### config.mk
export PLATFORM = sky130hd
export DESIGN_NAME = md5_gidx_seq
export DESIGN_NICKNAME = d
export VERILOG_FILES = /design/src/rtl/md5_gidx_seq.sv
export SDC_FILE = /design/constraint.sdc
export NUM_CORES = 1
export LEC_CHECK = 0
export ABC_CLOCK_PERIOD_IN_PS = 7000
export CAP_MARGIN = 40
export CORE_MARGIN = 1.5
export CORE_UTILIZATION = 41
export CTS_BUF_LIST = sky130_fd_sc_hd__clkbuf_4 sky130_fd_sc_hd__clkbuf_8 sky130_fd_sc_hd__clkbuf_16
export CTS_CLUSTER_DIAMETER = 30
export DETAILED_ROUTE_END_ITERATION = 7
export MAX_ROUTING_LAYER = met4
export PLACE_DENSITY = 0.68
export SYNTH_ARGS = -nofsm -noshare
export SYNTH_HDL_FRONTEND = slang
export SYNTH_SLANG_ARGS = --single-unit
### constraint.sdc
create_clock -name clk -period 7 [get_ports clk]
set_clock_uncertainty 0.15 [all_clocks]
set_input_delay 0.7 -clock clk [delete_from_list [all_inputs] [get_ports clk]]
set_output_delay 0.7 -clock clk [all_outputs]
set_load 0.005 [all_outputs]
### src/rtl/md5_gidx_seq.sv
`default_nettype none
// ============================================================================
// Module   : md5_gidx_seq
// Purpose  : Step / round / message-word-index sequencer for an MD5 block.
//            Walks 4*WORDS steps per block, presenting step, round and g over
//            a valid/ready handshake with abort and a done pulse.
// Revision : 1.0 - initial release
// ============================================================================
module md5_gidx_seq #(
  parameter int IDX_W = 4,
  parameter int MUL0  = 1,
  parameter int ADD0  = 0,
  parameter int MUL1  = 5,
  parameter int ADD1  = 1,
  parameter int MUL2  = 3,
  parameter int ADD2  = 5,
  parameter int MUL3  = 7,
  parameter int ADD3  = 0
) (
  input  logic             clk,
  input  logic             reset,
  input  logic             start,
  input  logic             abort,
  input  logic             ready,
  output logic             valid,
  output logic [IDX_W+1:0] step,
  output logic [1:0]       round,
  output logic [IDX_W-1:0] g,
  output logic             last,
  output logic             busy,
  output logic             done
);

  localparam int SW = IDX_W + 2;   // step width
  localparam int PW = IDX_W + 3;   // product width before truncation

  localparam logic [0:0] c_st_idle = 1'b0;
  localparam logic [0:0] c_st_run  = 1'b1;

  localparam logic [SW-1:0]    c_last_step = SW'(4 * (2 ** IDX_W) - 1);
  localparam logic [SW-1:0]    c_step_one  = SW'(1);
  // Step 0 is round 0 with s = 0, so g reduces to the round-0 offset.
  localparam logic [IDX_W-1:0] c_g_first   = IDX_W'(ADD0);

  localparam logic [PW-1:0] c_mul0 = PW'(MUL0);
  localparam logic [PW-1:0] c_add0 = PW'(ADD0);
  localparam logic [PW-1:0] c_mul1 = PW'(MUL1);
  localparam logic [PW-1:0] c_add1 = PW'(ADD1);
  localparam logic [PW-1:0] c_mul2 = PW'(MUL2);
  localparam logic [PW-1:0] c_add2 = PW'(ADD2);
  localparam logic [PW-1:0] c_mul3 = PW'(MUL3);
  localparam logic [PW-1:0] c_add3 = PW'(ADD3);

  logic [0:0]       r_state;
  logic             r_valid;
  logic [SW-1:0]    r_step;
  logic [IDX_W-1:0] r_g;
  logic             r_last;
  logic             r_done;

  logic [SW-1:0]    w_step_inc;
  logic [IDX_W-1:0] w_g_inc;
  logic             w_last_inc;

  // Affine word index for a given step: (MUL_r * s + ADD_r) mod WORDS.
  function automatic logic [IDX_W-1:0] g_calc(input logic [SW-1:0] st);
    logic [PW-1:0] m;
    logic [PW-1:0] a;
    logic [PW-1:0] p;
    m = c_mul0;
    a = c_add0;
    case (st[SW-1:IDX_W])
      2'd0: begin m = c_mul0; a = c_add0; end
      2'd1: begin m = c_mul1; a = c_add1; end
      2'd2: begin m = c_mul2; a = c_add2; end
      default: begin m = c_mul3; a = c_add3; end
    endcase
    p = m * {3'b000, st[IDX_W-1:0]} + a;
    return p[IDX_W-1:0];
  endfunction

  // Precompute the outputs for the following step so they register together.
  always_comb begin
    w_step_inc = r_step + c_step_one;
    w_g_inc    = g_calc(w_step_inc);
    w_last_inc = (w_step_inc == c_last_step);
  end

  // Sequencer state and registered outputs; abort outranks acceptance.
  always_ff @(posedge clk or posedge reset) begin
    if (reset) begin
      r_state <= c_st_idle;
      r_valid <= 1'b0;
      r_step  <= '0;
      r_g     <= c_g_first;
      r_last  <= 1'b0;
      r_done  <= 1'b0;
    end else begin
      r_done <= 1'b0;
      case (r_state)
        c_st_idle: begin
          if (start) begin
            r_state <= c_st_run;
            r_valid <= 1'b1;
            r_step  <= '0;
            r_g     <= c_g_first;
            r_last  <= 1'b0;
          end
        end
        default: begin
          if (abort) begin
            r_state <= c_st_idle;
            r_valid <= 1'b0;
            r_step  <= '0;
            r_g     <= c_g_first;
            r_last  <= 1'b0;
          end else if (ready) begin
            if (r_last) begin
              r_state <= c_st_idle;
              r_valid <= 1'b0;
              r_step  <= '0;
              r_g     <= c_g_first;
              r_last  <= 1'b0;
              r_done  <= 1'b1;
            end else begin
              r_step <= w_step_inc;
              r_g    <= w_g_inc;
              r_last <= w_last_inc;
            end
          end
        end
      endcase
    end
  end

  assign valid = r_valid;
  assign step  = r_step;
  assign round = r_step[SW-1:IDX_W];
  assign g     = r_g;
  assign last  = r_last;
  assign busy  = (r_state == c_st_run);
  assign done  = r_done;

endmodule
`default_nettype wire

==> results of run 1 <==
==> cell type report <==
type,instances,area [sq um]
fill,179,865.8
multi-input combinational,63,476.7
sequential,14,350.3
timing repair buffer,20,200.2
clock buffer,4,36.28
tap,27,33.78
inverter,5,18.77
==> power groups by stage <==
stage	clock network [mW]	logic, mW	registers (mW)
6_report	0.0579	0.0270	0.0888
3_3_place_gp	0	0.0271	0.0902
2_1_floorplan	0	0.0128	0.0901
4_1_cts	0.0612	0.0277	0.0888
3_5_place_dp	0	0.0275	0.0902
5_1_grt	0.0650	0.0306	0.0894
==> kinds of logic (layout without fill, tap and decap cells) <==
kind of cell,after synthesis,after routing,synth area share
AND/OR/NAND/NOR,28,28,0.1462
AO/OA/AOI/OAI,15,15,0.1085
flip-flops,14,14,0.4052
adder cells (fa/ha/maj),12,12,0.1910
XOR/XNOR,8,8,0.1057
buffers and inverters,8,29,0.04341
==> cells in the mapped netlist (2+ instances only) <==
master   instances  area share
fa_1             2       0.046
ha_1            10        0.14
o21ai_0          3       0.017
buf_4            2       0.017
a22o_1           4       0.041
o21ai_1          5       0.029
nand3_1          2       0.012
nor2_1           7       0.030
xnor2_1          3       0.030
dfrtp_1         14        0.41
xor2_1           3       0.030
nand2_1         13       0.056
inv_1            5       0.022
==> metrics by stage <==
step	hold WS, ps	setup slack [ps]	cell area (sq um)	std cells
2_1_floorplan	329.3	3126	864.6	85
3_3_place_gp	324.6	2926	1080	129
3_5_place_dp	329.7	2850	1080	129
4_1_cts	349.6	2825	1116	133
5_1_grt	384.5	2525	1116	133
6_report	345.3	2843	1116	133
==> per-layer routing <==
metal	vias to the layer above	track usage
li1	325	-
met4	0	0.08571
met3	4	0.02761
met5	-	-
met1	299	0.2198
met2	13	0.2055
==> worst max-delay path, delay by kind of cell (launching register included) <==
| family | cells | cell delay [ps] |
|---|---|---|
| compound gates | 1 | 70 |
| xor+xnor | 5 | 1200 |
| fa+ha+maj | 5 | 1700 |
| buf+inv | 1 | 120 |
| flops | 1 | 490 |
| simple gates | 3 | 290 |
==> registers in the layout, indices dropped and copies added, names as in the netlist <==
| signal | count |
|---|---|
| busy | 1 |
| done | 1 |
| g | 4 |
| last | 1 |
| step | 6 |
| valid | 1 |
==> worst max path at each step <==
stage | start | end | slack [ps] | depth (start not counted)
after floorplan | step[0] | g[3] | 3130 | 15
after global placement | step[0] | g[3] | 2930 | 15
after detailed placement | step[0] | g[3] | 2850 | 15
after CTS | step[0] | g[3] | 2830 | 15
after global routing | step[0] | g[3] | 2520 | 15
final | step[0] | g[3] | 2840 | 15
==> flow_summary.json, run 1 <==
{
  "status": "completed",
  "die_area_sq_um": 2393,
  "port_buffers": 20,
  "cts_tree": "done",
  "htree_levels": 1,
  "end_kind": "register",
  "synth_ff_type": "dfrtp_1",
  "finalCriticalPeriod_ps": 4157,
  "area_growth_pct": 29.09,
  "hold_class": "register to register",
  "r2r_start": "step[0]",
  "slew_viol_final": 0,
  "cts_resized": 0,
  "power_frac_clock": 0.333,
  "reg2reg_to": "g[3]",
  "cts.sinks": 14,
  "power_mw": 0.1737,
  "antenna_cells": 0,
  "synth_area_per_cell_sq_um": 10.17,
  "post-route-period-util": 0.5938,
  "postSynth.asyncResetShare": 1.000,
  "rrSetupSlack_ps": 2840,
  "layout-drive-gt1-share": 0.04717,
  "hold_depth": 2,
  "max_stage_delay_ps": 550,
  "synth-seq-cells": 14,
  "required_ps": 7020,
  "drt_iter0_markers": 9,
  "slew_headroom": 0.4018,
  "grt.total_usage": 0.1542,
  "final_util": 0.5631,
  "syn_nets": 102,
  "fmax_ghz": 0.2406,
  "mostFrequentLayoutCell": "clkdlybuf4s50_1",
  "maxCapViolations": 0,
  "synth_edf_count": 0,
  "io_pins": 21,
  "grt_max_degree": 15,
  "cp_slowest_cell": "fa_1",
  "antenna_left": 0,
  "reg2reg_depth": 15,
  "layout.nets": 124,
  "viasPerCell": 4.820,
  "intPower_mw": 0.1298,
  "switchingPower_mw": 0.04390,
  "cts_buffers": 3,
  "grt_setup_unrepaired": "false",
  "dieHeight_microns": 48.92,
  "drc": 0,
  "dr_wl_met3_microns": 44,
  "drt-met1-wl_microns": 804,
  "cts_root_buf": "clkbuf_4",
  "dp_hpwl_microns": 1222,
  "setup_tns_ps": 0,
  "post_drt_wl_per_cell_microns": 11.85,
  "powerDensity_nw_per_um2": 155.6,
  "startpoint_type": "register",
  "postCtsSetupBuffers": 0,
  "met2WireLength_microns": 689,
  "clkTransAtPathRegs_ps": 80,
  "synthCells": 85,
  "row_count": 16,
  "ir_worst_vdd_mv": 0.1129,
  "die_x_microns": 48.92,
  "setup_violations": 0,
  "final_cell_mix": "clkdlybuf4s50_1 (20), dfrtp_1 (14), nand2_1 (13)",
  "power.leakage_nw": 0.5644,
  "gp_congestion": 0.8036,
  "arrival_ps": 4170,
  "worstMarginPinSlew_ps": 897.3,
  "first_pass_iters": 4,
  "crit_top_cell": "ha_1",
  "path_max_fanout": 8,
  "routed.top_layer": "met4",
  "ctsLongestPathBuffers": 2,
  "vias": 641,
  "yosys_warnings": 0,
  "start_util": 0.4362,
  "insertion_delay_ps": 280,
  "cts_hold_buf": 0,
  "finalHoldViolCount": 0,
  "grt_overflow": 0,
  "crit_type": "register to register",
  "synth_cell_types": 25,
  "ys_seq_area_frac": 0.4052,
  "min-delay-start": "g[3]",
  "whs_endpoint": "g[3]",
  "swShare": 0.2528,
  "syn_area_sq_um": 864.6,
  "routed_wl_microns": 1576,
  "crit_chain": "ha_1 -> nand3_1 -> xor2_1 -> inv_1 -> ha_1 -> nor2_1 -> nor2_1 -> fa_1 -> fa_1 -> ha_1 -> xor2_1 -> xnor2_1 -> xnor3_1 -> xnor2_1 -> o21ai_1",
  "antenna_found_initial": 0,
  "first_global_vias": 564,
  "p_seq_frac": 0.511,
  "core_sq_um": 1982,
  "pwr-share-comb": 0.156,
  "grt_pass1_wl_microns": 2684
}
Power figures use the tool's default switching activity.
==> run 2, diff against run 1 <==
--- a/config.mk
+++ b/config.mk
@@ -5,7 +5,7 @@
 export SDC_FILE = /design/constraint.sdc
 export NUM_CORES = 1
 export LEC_CHECK = 0
-export ABC_CLOCK_PERIOD_IN_PS = 7000
+export ABC_CLOCK_PERIOD_IN_PS = 3800
 export CAP_MARGIN = 40
 export CORE_MARGIN = 1.5
 export CORE_UTILIZATION = 41
@@ -13,7 +13,7 @@
 export CTS_CLUSTER_DIAMETER = 30
 export DETAILED_ROUTE_END_ITERATION = 7
 export MAX_ROUTING_LAYER = met4
-export PLACE_DENSITY = 0.68
+export PLACE_DENSITY = 0.71
 export SYNTH_ARGS = -nofsm -noshare
 export SYNTH_HDL_FRONTEND = slang
 export SYNTH_SLANG_ARGS = --single-unit
==> constraint.sdc (replaced) <==
create_clock -name clk -period 3.8 [get_ports clk]
set_clock_uncertainty 0.15 [all_clocks]
set_input_delay 0.38 -clock clk [delete_from_list [all_inputs] [get_ports clk]]
set_output_delay 0.38 -clock clk [all_outputs]
set_load 0.005 [all_outputs]
==> run 2 against run 1 <==
Against the previous run:
- hold slack got worse by 65 ps
- routed wire length grew 17%
- largest cell class unchanged
- clock power rose by 90%
- fmax grew 15%
- via count increased by 8.0%
- global-route usage is 2.9 points higher
- first-iteration DRC count grew 56%
- combinational power is 110% higher
- critical path type unchanged
- sequential power increased by 82%
- non-clock buffer count rose by 9
- flip-flop and latch count unchanged
==> flow_summary.json, run 2 (synthesized netlist as in run 1, its figures left out) <==
{
  "cts.sinks": 14,
  "regArea_sq_um": 350.3,
  "area_growth_pct": 39.80,
  "ctsLongestPathBuffers": 2,
  "reg2reg_depth": 15,
  "grt_pass1_wl_microns": 3229,
  "multi_input_area_sq_um": 501.7,
  "gp_congestion": 0.8477,
  "required_ps": 3830,
  "crit_chain": "ha_2 -> nand3_2 -> xor2_2 -> buf_4 -> ha_1 -> nor2_1 -> nor2_1 -> fa_1 -> fa_1 -> ha_2 -> xor2_1 -> xnor2_1 -> xnor3_1 -> xnor2_1 -> o21ai_1",
  "finalInstanceArea_sq_um": 1209,
  "core_sq_um": 1982,
  "cts_buffers": 3,
  "hold_class": "input port to asynchronous set/reset pin",
  "start_util": 0.4362,
  "first_pass_iters": 3,
  "largest_reg_flops": 6,
  "place_area_sq_um": 1132,
  "die_x_microns": 48.92,
  "slew_headroom": 0.4244,
  "powerDensity_nw_per_um2": 270.4,
  "fmax_ghz": 0.2762,
  "grt_max_degree": 15,
  "crit_type": "register to register",
  "ir_worst_vdd_mv": 0.2167,
  "final.fill_count": 172,
  "dieHeight_microns": 48.92,
  "drc": 0,
  "status": "completed",
  "antenna_cells": 0,
  "mostFrequentLayoutCell": "clkdlybuf4s50_1",
  "reg2reg_to": "g[3]",
  "rrSetupSlack_ps": 180,
  "port_buffers": 20,
  "maxCapViolations": 0,
  "startpoint_type": "register",
  "clkTransAtPathRegs_ps": 90,
  "cts_tree": "done",
  "finalCriticalPeriod_ps": 3620,
  "cp_slowest_cell": "fa_1",
  "insertion_delay_ps": 290,
  "row_count": 16,
  "routed_wl_microns": 1849,
  "layout.nets": 133,
  "grt.total_usage": 0.1834,
  "htree_levels": 1,
  "r2r_start": "step[1]",
  "post-route-period-util": 0.9527,
  "worstMarginPinSlew_ps": 863.3,
  "post_drt_wl_per_cell_microns": 13.02,
  "drt_iter0_markers": 14,
  "grt_overflow": 0,
  "setup_tns_ps": 0,
  "final_cell_mix": "clkdlybuf4s50_1 (20), dfrtp_1 (14), nand2_1 (13)",
  "io_pins": 21,
  "viasPerCell": 4.873,
  "max_stage_delay_ps": 490,
  "slew_viol_final": 0,
  "dp_hpwl_microns": 1368,
  "finalHoldViolCount": 0,
  "setup_violations": 0,
  "end_kind": "register",
  "first_global_vias": 708,
  "power.leakage_nw": 0.6153,
  "cts_root_buf": "clkbuf_4",
  "antenna_left": 0,
  "antenna_found_initial": 0,
  "layout-drive-gt1-share": 0.1652,
  "vias": 692,
  "arrival_ps": 3650,
  "path_max_fanout": 5,
  "die_area_sq_um": 2393
}
run 2: what timing repair did:
action,CTS,global route
buffers inserted,2,1
hold buffers,0,0
pin swaps,0,6
setup endpoints to repair,1,1
resized for setup,1,3
run 2: metrics by stage:
step / util / setup slack [ps] / power [mW] / hold slack (ps) / cells
after floorplan: - / 3.394 / 0.1896 / 119.2 / 85
after global placement: 0.5713 / 93.64 / 0.2179 / 321.4 / 135
after detailed placement: 0.5713 / -9.393 / 0.2189 / 338.5 / 135
after CTS: 0.5997 / 2.478 / 0.3292 / 306.4 / 141
after global routing: 0.6098 / -11.11 / 0.3446 / 352.5 / 142
final: 0.6098 / 179.7 / 0.3268 / 279.9 / 142
run 2: power by group:
part           total, mW  switching, mW  internal, mW
clock              0.110         0.0513        0.0584
combinational     0.0555         0.0279        0.0276
sequential         0.162        0.00564         0.156
total              0.327         0.0848         0.242
run 2: critical path, delay by kind of cell (launching register included):
| kind | cells | cell delay [ps] |
|---|---|---|
| buf+inv | 1 | 150 |
| compound gates | 1 | 80 |
| simple gates | 3 | 240 |
| xor+xnor | 5 | 920 |
| fa+ha+maj | 5 | 1540 |
| flops | 1 | 410 |
run 2: worst max path at each step:
stage	startpoint	to	slack, ps	cells past startpoint
6_report	step[1]	g[3]	180	15
5_1_grt	step[1]	g[3]	-10	14
4_1_cts	step[1]	g[3]	2	14
3_5_place_dp	step[1]	g[3]	-9	14
3_3_place_gp	step[1]	g[3]	90	15
2_1_floorplan	step[0]	g[3]	3	15
run 2: routing by layer:
| metal | up-vias | global-route usage | routed length (microns) |
|---|---|---|---|
| met5 | - | - | 0 |
| met4 | 0 | 0.1000 | 50 |
| met3 | 5 | 0.01227 | 25 |
| met2 | 11 | 0.2854 | 877 |
| met1 | 336 | 0.2401 | 896 |
| li1 | 340 | - | - |
run 2: layout make-up:
cell class	count	area share
clock buffer	4	0.03002
inverter	5	0.01553
multi-input combinational	63	0.4151
sequential	14	0.2899
tap	27	0.02795
timing repair buffer	29	0.2215
==> run 3, diff against run 2 <==
--- a/config.mk
+++ b/config.mk
@@ -14,6 +14,7 @@
 export DETAILED_ROUTE_END_ITERATION = 7
 export MAX_ROUTING_LAYER = met4
 export PLACE_DENSITY = 0.71
+export RECOVER_POWER = 50
 export SYNTH_ARGS = -nofsm -noshare
 export SYNTH_HDL_FRONTEND = slang
 export SYNTH_SLANG_ARGS = --single-unit
==> run 3 against run 2 <==
Against the previous run:
- first-iteration DRC count did not move
- setup slack unchanged
- non-clock buffer count unchanged
- total power down 0.65%
- die area unchanged
- clock power barely moved
- largest power group unchanged
==> flow_summary.json, run 3 (synthesized netlist as in run 1, its figures left out) <==
{
  "start_util": 0.4362,
  "cts.sinks": 14,
  "core_sq_um": 1982,
  "dieHeight_microns": 48.92,
  "area_growth_pct": 39.80,
  "routed_wl_microns": 1845,
  "die_area_sq_um": 2393,
  "path_max_fanout": 5,
  "dp_cells": 135,
  "crit_type": "register to register",
  "finalHoldViolCount": 0,
  "required_ps": 3830,
  "drt_iter0_markers": 14,
  "clkTransAtPathRegs_ps": 90,
  "first_pass_iters": 3,
  "final_cell_mix": "dfrtp_1 (14), nand2_1 (13), clkdlybuf4s50_1 (13)",
  "arrival_ps": 3650,
  "row_count": 16,
  "cts_buffers": 3,
  "post-route-period-util": 0.9527,
  "hold_depth": 1,
  "io_pins": 21,
  "post_drt_wl_per_cell_microns": 12.99,
  "antenna_cells": 0,
  "die_x_microns": 48.92,
  "cts_root_buf": "clkbuf_4",
  "worstMarginPinSlew_ps": 863.0,
  "first_global_vias": 708,
  "intPower_mw": 0.2401,
  "antenna_left": 0,
  "slew_viol_final": 0,
  "setup_violations": 0,
  "slew_headroom": 0.4247,
  "viasPerCell": 4.873,
  "fin_hold_ws_ps": 345.0,
  "layout-drive-gt1-share": 0.1652,
  "p_seq_frac": 0.498,
  "end_kind": "register",
  "fmax_ghz": 0.2762,
  "status": "completed",
  "place_area_sq_um": 1132,
  "grt_overflow": 0,
  "startpoint_type": "register",
  "grt_pass1_wl_microns": 3229,
  "setup_tns_ps": 0,
  "power_frac_clock": 0.338,
  "grt_max_degree": 15,
  "mostFrequentLayoutCell": "dfrtp_1",
  "power.leakage_nw": 0.6253,
  "ctsLongestPathBuffers": 2,
  "layout.nets": 133,
  "power_mw": 0.3247,
  "cts_hold_buf": 0,
  "hold_class": "register to register",
  "switchingPower_mw": 0.08459,
  "swShare": 0.2605,
  "grt.total_usage": 0.1834,
  "vias": 692,
  "gp_congestion": 0.8477,
  "htree_levels": 1,
  "powerDensity_nw_per_um2": 268.6,
  "largest_reg_flops": 6,
  "finalInstanceArea_sq_um": 1209,
  "ir_worst_vdd_mv": 0.2163,
  "pwr-share-comb": 0.165,
  "maxCapViolations": 0,
  "antenna_found_initial": 0,
  "dp_hpwl_microns": 1368,
  "cts_tree": "done",
  "port_buffers": 20,
  "finalCriticalPeriod_ps": 3620,
  "final.fill_count": 172,
  "fin_cells": 142,
  "drc": 0,
  "reg2reg_depth": 15,
  "insertion_delay_ps": 290
}
[run 3: layout make-up]
type / count / area (sq um) / share of cell area
sequential: 14 / 350.3 / 0.2899
multi-input combinational: 63 / 501.7 / 0.4151
timing repair buffer: 29 / 267.8 / 0.2215
tap: 27 / 33.78 / 0.02795
clock buffer: 4 / 36.28 / 0.03002
inverter: 5 / 18.77 / 0.01553
[run 3: final timing paths]
kind | start | to | slack [ps]
hold / removal | g[2] | g[2] | 350
max in group asynchronous | reset | done | 2720
setup / recovery | step[1] | g[3] | 180
setup reg to reg | step[1] | g[3] | 180
min in group asynchronous | reset | step[2] | 420
hold reg to reg | g[2] | g[2] | 350
[run 3: critical path, cell delays in order (launching register included)]
cell     delay (ps)
dfrtp_1         410
ha_2            210
nand3_2         100
xor2_2          200
buf_4           150
ha_1            200
nor2_1           80
nor2_1           60
fa_1            490
fa_1            440
ha_2            200
xor2_1          140
xnor2_1         190
xnor3_1         250
xnor2_1         140
o21ai_1          80
[run 3: power groups by stage]
| stage | clock [mW] | sequential, mW | combinational (mW) |
|---|---|---|---|
| floorplan | 0 | 0.166 | 0.0236 |
| global placement | 0 | 0.164 | 0.0534 |
| detailed placement | 0 | 0.165 | 0.0541 |
| CTS | 0.112 | 0.162 | 0.0560 |
| global route | 0.120 | 0.163 | 0.0603 |
| finish | 0.110 | 0.162 | 0.0535 |
[run 3: per-stage QoR]
| stage | util | setup WS (ps) |
|---|---|---|
| 2_1_floorplan | - | 3.394 |
| 3_3_place_gp | 0.5713 | 93.64 |
| 5_1_grt | 0.6098 | -11.11 |
| 3_5_place_dp | 0.5713 | -9.393 |
| 6_report | 0.6098 | 179.7 |
| 4_1_cts | 0.5997 | 2.478 |
[run 3: timing repair]
action / 4_1_cts / 5_1_grt
pin swaps: 0 / 6
gates cloned: 0 / 0
endpoints found under the hold margin: 0 / 0
endpoints found under the setup margin: 1 / 1
setup buffers: 2 / 1
gates resized for setup: 1 / 3
[run 3: metal layers]
metal | track usage | part of all wire
met4 | 0.1000 | 0.027
met3 | 0.01227 | 0.014
met1 | 0.2401 | 0.49
met2 | 0.2854 | 0.47
met5 | - | 0
